[config.mk]
export PLATFORM = sky130hd
export DESIGN_NAME = dht22_sequenciador_bcd
export DESIGN_NICKNAME = d
export VERILOG_FILES = /design/src/rtl/dht22_sequenciador_bcd.sv
export SDC_FILE = /design/constraint.sdc
export NUM_CORES = 1
export LEC_CHECK = 0
export BUFFER_PORTS_ARGS = -buffer_cell sky130_fd_sc_hd__buf_4
export CAP_MARGIN = 10
export CORE_AREA = 2 2 165 183
export CTS_CLUSTER_SIZE = 16
export DETAILED_ROUTE_END_ITERATION = 10
export DIE_AREA = 0 0 167 185
export PLACE_DENSITY = 0.53
export SYNTH_ARGS = -nofsm -noshare
export SYNTH_HDL_FRONTEND = slang
export SYNTH_SLANG_ARGS = --single-unit
[constraint.sdc]
create_clock -name clk -period 2.4 [get_ports clk]
set_input_delay 0.48 -clock clk [delete_from_list [all_inputs] [get_ports clk]]
set_output_delay 0.48 -clock clk [all_outputs]
set_load 0.05 [all_outputs]
[src/rtl/dht22_sequenciador_bcd.sv]
// Scheduler and BCD publisher for the DHT22 reader: triggers a reading every interval,
// validates the result, converts humidity/temperature tenths to BCD and publishes them.
module dht22_sequenciador_bcd #(
  parameter int INTERVALO_CICLOS = 50_000_000,
  parameter int TIMEOUT_CICLOS   = 2_500_000,
  parameter int UMID_MAX         = 1000,
  parameter int TEMP_MAX         = 1250
) (
  input  logic        clk,
  input  logic        reset_n,
  input  logic        disparo_manual,
  output logic        iniciar_leitura,
  input  logic        dados_prontos,
  input  logic        checksum_ok,
  input  logic [15:0] umidade,
  input  logic [15:0] temperatura,
  output logic [15:0] umid_bcd,
  output logic [15:0] temp_bcd,
  output logic        temp_negativa,
  output logic        valido,
  output logic        novo_dado,
  output logic [7:0]  leituras_ok,
  output logic [7:0]  erros,
  output logic [2:0]  estado_depuracao
);

  typedef enum logic [2:0] {
    S_ESPERA  = 3'd0,
    S_DISPARO = 3'd1,
    S_CONV_U  = 3'd2,
    S_CONV_T  = 3'd3,
    S_PUBLICA = 3'd4
  } estado_t;

  localparam logic [31:0] ULTIMO_INTERVALO = 32'(INTERVALO_CICLOS - 1);
  localparam logic [31:0] ULTIMO_TIMEOUT   = 32'(TIMEOUT_CICLOS - 1);
  localparam logic [15:0] UMID_LIMITE      = 16'(UMID_MAX);
  localparam logic [14:0] TEMP_LIMITE      = 15'(TEMP_MAX);

  estado_t     estado, proximo;
  logic [31:0] contador;
  logic [3:0]  iteracao;
  logic [15:0] temp_reg;
  logic [13:0] binario;
  logic [15:0] bcd;
  logic [15:0] umid_conv;
  logic [15:0] bcd_passo;
  logic        leitura_valida, fim_intervalo, fim_timeout, fim_conv;

  // One double-dabble iteration: add 3 to every digit >= 5, then shift in the next binary bit.
  function automatic logic [15:0] dabble(input logic [15:0] acc, input logic bit_in);
    logic [15:0] ajustado;
    ajustado = acc;
    for (int d = 0; d < 4; d++) begin
      if (ajustado[d*4 +: 4] >= 4'd5)
        ajustado[d*4 +: 4] = ajustado[d*4 +: 4] + 4'd3;
    end
    return {ajustado[14:0], bit_in};
  endfunction

  assign leitura_valida   = checksum_ok && (umidade <= UMID_LIMITE) && (temperatura[14:0] <= TEMP_LIMITE);
  assign fim_intervalo    = (contador == ULTIMO_INTERVALO);
  assign fim_timeout      = (contador == ULTIMO_TIMEOUT);
  assign fim_conv         = (iteracao == 4'd13);
  assign bcd_passo        = dabble(bcd, binario[13]);
  assign estado_depuracao = estado;

  always_ff @(posedge clk or negedge reset_n) begin
    if (!reset_n) estado <= S_ESPERA;
    else          estado <= proximo;
  end

  always_comb begin
    proximo         = estado;
    iniciar_leitura = 1'b0;
    case (estado)
      S_ESPERA:  if (fim_intervalo || disparo_manual) proximo = S_DISPARO;
      S_DISPARO: begin
        iniciar_leitura = 1'b1;
        if (dados_prontos)    proximo = leitura_valida ? S_CONV_U : S_ESPERA;
        else if (fim_timeout) proximo = S_ESPERA;
      end
      S_CONV_U:  if (fim_conv) proximo = S_CONV_T;
      S_CONV_T:  if (fim_conv) proximo = S_PUBLICA;
      S_PUBLICA: proximo = S_ESPERA;
      default:   proximo = S_ESPERA;
    endcase
  end

  // The same counter times the wait interval and the read timeout; it restarts on every exit.
  always_ff @(posedge clk or negedge reset_n) begin
    if (!reset_n) begin
      contador      <= '0;
      iteracao      <= '0;
      temp_reg      <= '0;
      binario       <= '0;
      bcd           <= '0;
      umid_conv     <= '0;
      umid_bcd      <= '0;
      temp_bcd      <= '0;
      temp_negativa <= 1'b0;
      valido        <= 1'b0;
      novo_dado     <= 1'b0;
      leituras_ok   <= '0;
      erros         <= '0;
    end else begin
      novo_dado <= 1'b0;
      case (estado)
        S_ESPERA: begin
          if (fim_intervalo || disparo_manual) contador <= '0;
          else                                 contador <= contador + 32'd1;
        end
        S_DISPARO: begin
          if (dados_prontos) begin
            contador <= '0;
            temp_reg <= temperatura;
            binario  <= umidade[13:0];
            bcd      <= '0;
            iteracao <= '0;
            if (!leitura_valida && erros != 8'hFF) erros <= erros + 8'd1;
          end else if (fim_timeout) begin
            contador <= '0;
            if (erros != 8'hFF) erros <= erros + 8'd1;
          end else begin
            contador <= contador + 32'd1;
          end
        end
        S_CONV_U: begin
          if (fim_conv) begin
            umid_conv <= bcd_passo;
            binario   <= temp_reg[13:0];
            bcd       <= '0;
            iteracao  <= '0;
          end else begin
            bcd      <= bcd_passo;
            binario  <= {binario[12:0], 1'b0};
            iteracao <= iteracao + 4'd1;
          end
        end
        S_CONV_T: begin
          bcd      <= bcd_passo;
          binario  <= {binario[12:0], 1'b0};
          iteracao <= fim_conv ? 4'd0 : iteracao + 4'd1;
        end
        S_PUBLICA: begin
          umid_bcd      <= umid_conv;
          temp_bcd      <= bcd;
          temp_negativa <= temp_reg[15] && (temp_reg[14:0] != 15'd0);
          valido        <= 1'b1;
          novo_dado     <= 1'b1;
          if (leituras_ok != 8'hFF) leituras_ok <= leituras_ok + 8'd1;
        end
        default: ;
      endcase
    end
  end

endmodule
* Word-level counts from Yosys, hierarchy flattened
Cells that the tools add are included.
Storage, ports and cells: register bits after elaboration 152, bits in latches 0, bits in writable memories 0, memory bits (read-only) 0, bits of input ports 37, output and inout port bits 55, logic and storage cells 94, memories 0
Cells by class: add/sub/neg operators 8, $mul 0, divide/modulo/power cells 0, magnitude comparators 6, equal/unequal tests 15, shift-type cells 0, muxes and demuxes 30, bitwise gates (word level) 0, reductions and logical operators 21
Operator list (count):
- 32-bit two-way mux | 3
- 32-bit one-hot mux with 2 select lines | 1
- 16-bit one-hot mux with 3 select lines | 1
- 14-bit one-hot mux with 3 select lines | 1
- 32-bit by 1-bit adder with 32-bit output, second input constant | 1
- 32-bit by 22-bit equality test with 1-bit output, second input constant | 1
- 32-bit by 26-bit equality test with 1-bit output, second input constant | 1
- 16-bit two-way mux | 2
- 8-bit two-way mux | 4
- 14-bit two-way mux | 2
- 4-bit two-way mux | 5
- 3-bit two-way mux | 6
- 8-bit by 1-bit adder with 8-bit output, second input constant | 2
- 4-bit by 3-bit greater-or-equal comparator with 1-bit output, second input constant | 4
- 16-bit by 10-bit <= comparator with 1-bit output, second input constant | 1
- 8-bit inequality test, second input constant | 2
- 15-bit by 11-bit <= comparator with 1-bit output, second input constant | 1
- 15-bit nonzero test | 1
- 4-bit by 2-bit adder with 4-bit output, second input constant | 3
- 3-bit one-hot mux with 4 select lines | 1
- 2-bit AND reduction | 5
- 2-bit inequality test, second input constant | 4
- 4-bit one-hot mux with 2 select lines | 1
- 4-bit AND reduction | 2
- other kinds (17) | 25

* Longest topological paths before layout
depth in word-level cells 7, gate-level depth with buffers 8, mapped depth without buffers 7

* Worst setup path before layout
OpenSTA, ideal clock, no wires.
path type reg-to-reg, from register estado[0] (netlist: estado_depuracao[0]), to register contador[8], library setup time 129 ps, arrival time 2304 ps, required time 2271 ps, path slack -33 ps, stages on the path, launching flop included 8, path buffers 2, clock period less this slack 2433 ps, cell sequence dfrtp_1 buf_2 or3b_1 inv_1 a311oi_1 nor3_1 buf_2 o21ai_0
Between the ends: cells in the longest elaborated chain, start to end 2, elaborated cells on any way between the ends 4, classes of those cells 1 x eq/ne; 1 x mux; 2 x reduce/logical
Ends and longest elaborated chain:
- start: declaration | RTL line 40 | estado_t estado, proximo;
- start signal: assignment | RTL line 70 | else estado <= proximo;
- 3-bit by 1-bit equality test with 1-bit output or 3-bit zero test (tied branches) | RTL line 108 | case (estado)
- 32-bit one-hot mux with 2 select lines or 2-bit nonzero test (tied branches)
- end signal: assignment | RTL line 111 | else contador <= contador + 32'd1;
- end signal: assignment | RTL line 125 | contador <= contador + 32'd1;
- end: declaration | RTL line 41 | logic [31:0] contador;
Several ways; a longest one is shown, not always the timed one. A chain may end at the register's enable or synchronous reset.

* Worst setup path in the final report
from register estado[2] (netlist: estado_depuracao[2]), to register contador[29]
Same word-level chain as after synthesis.

==> implementation parameters <==
Parameter                              Value

Status
  Status ... finished with violations
  Violations in the final reports ... negative hold slack

Worst setup path
  Number of cells traversed by the worst register-to-register path ... 5
  Origin of the critical flop-to-flop path ... estado_depuracao[2]
  Register-to-register setup slack ... about 0.19 ns
  Crit path arrival time ... ~2.6 ns
  Required time of the worst setup path ... roughly 2.8 ns
  Critical path launch point ... estado_depuracao[2]
  Category of the most critical setup path ... reg -> reg
  Crit path max fanout ... 9
  Type of destination of the critical path ... flip-flop
  Worst r2r dst ... contador[29]
  Startpoint types ... flip-flop

Detailed routing
  WL per Instance ... around 15 µm
  DRT Wirelength ... approximately 18000 µm
  Detailed-route via count ... approximately 5600
  Pre-antenna DRT Iters ... 4
  Initial drt markers ... 310
  Via density per instance ... between 4 and 5
  DRC violations left ... 0
  Antenna-violating nets left ... 0

STA
  Max Clock Skew ... ~0.0088 ns
  RSZ-0062 raised after global routing ... no
  Max-slew violation total from the final report ... 0
  Final Hold Violating Endpoints ... 2
  Maximum operating frequency ... around 0.45 GHz
  Worst-Margin Slew ... 0.711 ns
  Tightest slew margin relative to the limit ... a little over half
  Setup violations, final ... 0
  Share of the cycle needed by the critical path after routing ... 92.0%
  Setup tns final ... 0 ns
  Final hold slack ... -0.00319 ns
  Minimum clock period ... 2.21 ns

Die
  Core Box Area ... 0.0292 mm²
  Floorplan die width ... ~170 µm
  Top-Level Pins ... slightly above 90
  Initial Utilization ... 24.5%
  Die ar. ... just over 0.03 mm²
  Site Rows ... 66
  Die H ... between 150 and 200 µm

Clock network
  Clock-pin slew on the worst setup and hold paths ... 0.06 ns
  CTS tree ... built
  CTS Hold Bufs ... 0
  Clock tree sinks ... around 150
  Level count of the clock H-tree ... 4
  CTS Root Cell ... sky130_fd_sc_hd__clkbuf_16
  CTS buffer count ... 17
  Post-CTS setup buffer count ... 0
  Max Buffers Root-to-Sink ... 2
  Clock latency on the worst-skew pair ... around 0.44 ns
  Quantity of gates resized following cts ... 0

Hold path
  Path type of the worst min-delay path ... in -> async

Yosys
  Synthesized flop and latch total ... 152
  Warning count from the yosys run ... 0
  Sequential share of the synthesized area ... between 50% and 60%
  EDFF count, synth ... 0
  Netlist Area Pre-Place ... approximately 0.0071 mm²
  Mean cell area of the mapped netlist ... between 10 and 15 µm²
  Net count after synthesis ... 742
  Post-synthesis async set-or-reset flop share ... between 90% and 100%
  Commonest register cell after synthesis ... sky130_fd_sc_hd__dfrtp_1
  Synth cell types ... 52
  Synthesized instance count ... just under 700

Final layout
  Register with the highest flop count ... contador
  Footprint of the multi-input gates ... roughly 0.0032 mm²
  Filler cell count in the final layout ... just over 3000
  Share of cells above drive strength 1 ... between 20% and 30%
  Post-synthesis to final-layout area growth ... 26.2%
  Area of all placed cells without fillers ... 0.00901 mm²
  Core occupancy in the finished layout ... 30.9%
  Final antenna diode count ... 0
  Number of nets in the finished design ... ~850
  Most frequent standard cell in the layout excluding fill and tap cells ... sky130_fd_sc_hd__dfrtp_1
  Sequential cell area in the final layout ... around 0.0038 mm²
  Flip-flop count of the largest register after layout ... 32
  Commonest non-fill, non-tap cells in the layout ... sky130_fd_sc_hd__dfrtp_1 (152), sky130_fd_sc_hd__buf_4 (118), sky130_fd_sc_hd__nand2_1 (110), sky130_fd_sc_hd__o21ai_0 (66), sky130_fd_sc_hd__nor2_1 (39)

Pwr
  Comb pwr share ... about 15%
  Cell internal power dissipation ... between 0.004 and 0.005 W
  Peak ir drop on the vdd network ... between 0.4 and 0.5 mV
  Proportion of power drawn by flip-flops and latches ... 45.3%
  Cell leakage power ... roughly 4.0 nW
  Net switching component of the power ... 0.00199 W
  Proportion of power drawn by the clock network ... between 30% and 40%
  Power per cell area ... approximately 740 mW/mm²
  Fraction of power spent switching nets ... between 20% and 30%

Placement
  Final weighted congestion in routability-driven placement ... just under 0.8
  HPWL Detailed ... ~13000 µm
  IO Port Bufs ... about 90
  Total cell area at the placement stage ... 0.00843 mm²

Flow run
  Max Cap Viol ... 0

GRT
  Number of antenna violations at the first check in global routing ... 0
  Number of global-route vias before repair ... approximately 5700
  Total congestion overflow after global routing ... 0
  Wire length of the first global-routing pass ... 30200 µm
  Maximum number of pins on one net before global-route repair ... 60
  Total Routing Usage GR ... between 10% and 20%
==> Yosys cell counts (all sizes together), types with 14 or more instances <==
cell	number	share of area, %
mux2i	14	2.0
nand2	110	5.8
a21oi	20	1.6
nand4	15	1.3
nor3	19	1.3
nand3	16	1.1
nor2	39	2.1
o21ai	66	4.6
mux2	37	5.8
dfrtp	152	53
buf	16	1.2
inv	17	0.89
xnor2	23	2.8
==> critical path: stages (launching register included) <==
cell and delay (ns):
sky130_fd_sc_hd__dfrtp_1 0.42, sky130_fd_sc_hd__and4bb_2 0.39, sky130_fd_sc_hd__nand4_1 0.10, sky130_fd_sc_hd__or4_1 0.69, sky130_fd_sc_hd__or3_1 0.38, sky130_fd_sc_hd__a21oi_2 0.14
==> per-stage QoR <==
step	instances	power, W	setup slack (ns)	hold WS, ns
floorplan	692	0.00364	0.0389	0.184
detailed placement	1158	0.00407	0.198	0.456
finish	1190	0.00668	0.192	-0.00319
CTS	1190	0.00676	0.181	0.0397
global placement	1158	0.00406	0.240	0.460
global route	1190	0.00699	0.0238	0.0527
==> worst max-delay path by stage <==
stage,to,cells after the start
after global routing,erros[1],6
final,contador[29],5
after CTS,erros[1],6
after floorplan,contador[29],7
after detailed placement,erros[1],6
after global placement,erros[1],8
==> metal layers <==
| metal | wire (µm) | track usage, % |
|---|---|---|
| met1 | 8210 | 15.4 |
| met2 | 9060 | 20.5 |
| met3 | 678 | 3.08 |
| met4 | 395 | 4.72 |
| met5 | 0 | 0 |
==> cells by family after synthesis <==
| kind of cell | after synthesis | synth area share [%] |
|---|---|---|
| muxes | 51 | 7.80 |
| DFF | 152 | 53.3 |
| xor gates and xnor gates | 36 | 4.42 |
| AOI/OAI and AO/OA | 123 | 10.4 |
| adders and majority gates | 13 | 2.28 |
| and+or+nand+nor | 272 | 19.1 |
| buffers and inverters | 45 | 2.70 |
==> power groups by stage <==
stage / clock network [W] / registers [W] / logic (W)
2_1_floorplan: 0 / 0.00323 / 0.000406
3_3_place_gp: 0 / 0.00306 / 0.000994
3_5_place_dp: 0 / 0.00307 / 0.00101
4_1_cts: 0.00272 / 0.00302 / 0.00101
5_1_grt: 0.00284 / 0.00306 / 0.00109
6_report: 0.00266 / 0.00302 / 0.000991
==> final cells by class <==
class                           instances  share of cell area, %
Sequential cell                       152                   42.2
Multi-Input combinational cell        495                   35.2
Timing Repair Buffer                  120                   10.2
Tap cell                              374                   5.20
Clock buffer                           19                   4.81
Clock inverter                         13                   1.64
Inverter                               17                  0.750
Power figures use the tool's default switching activity.
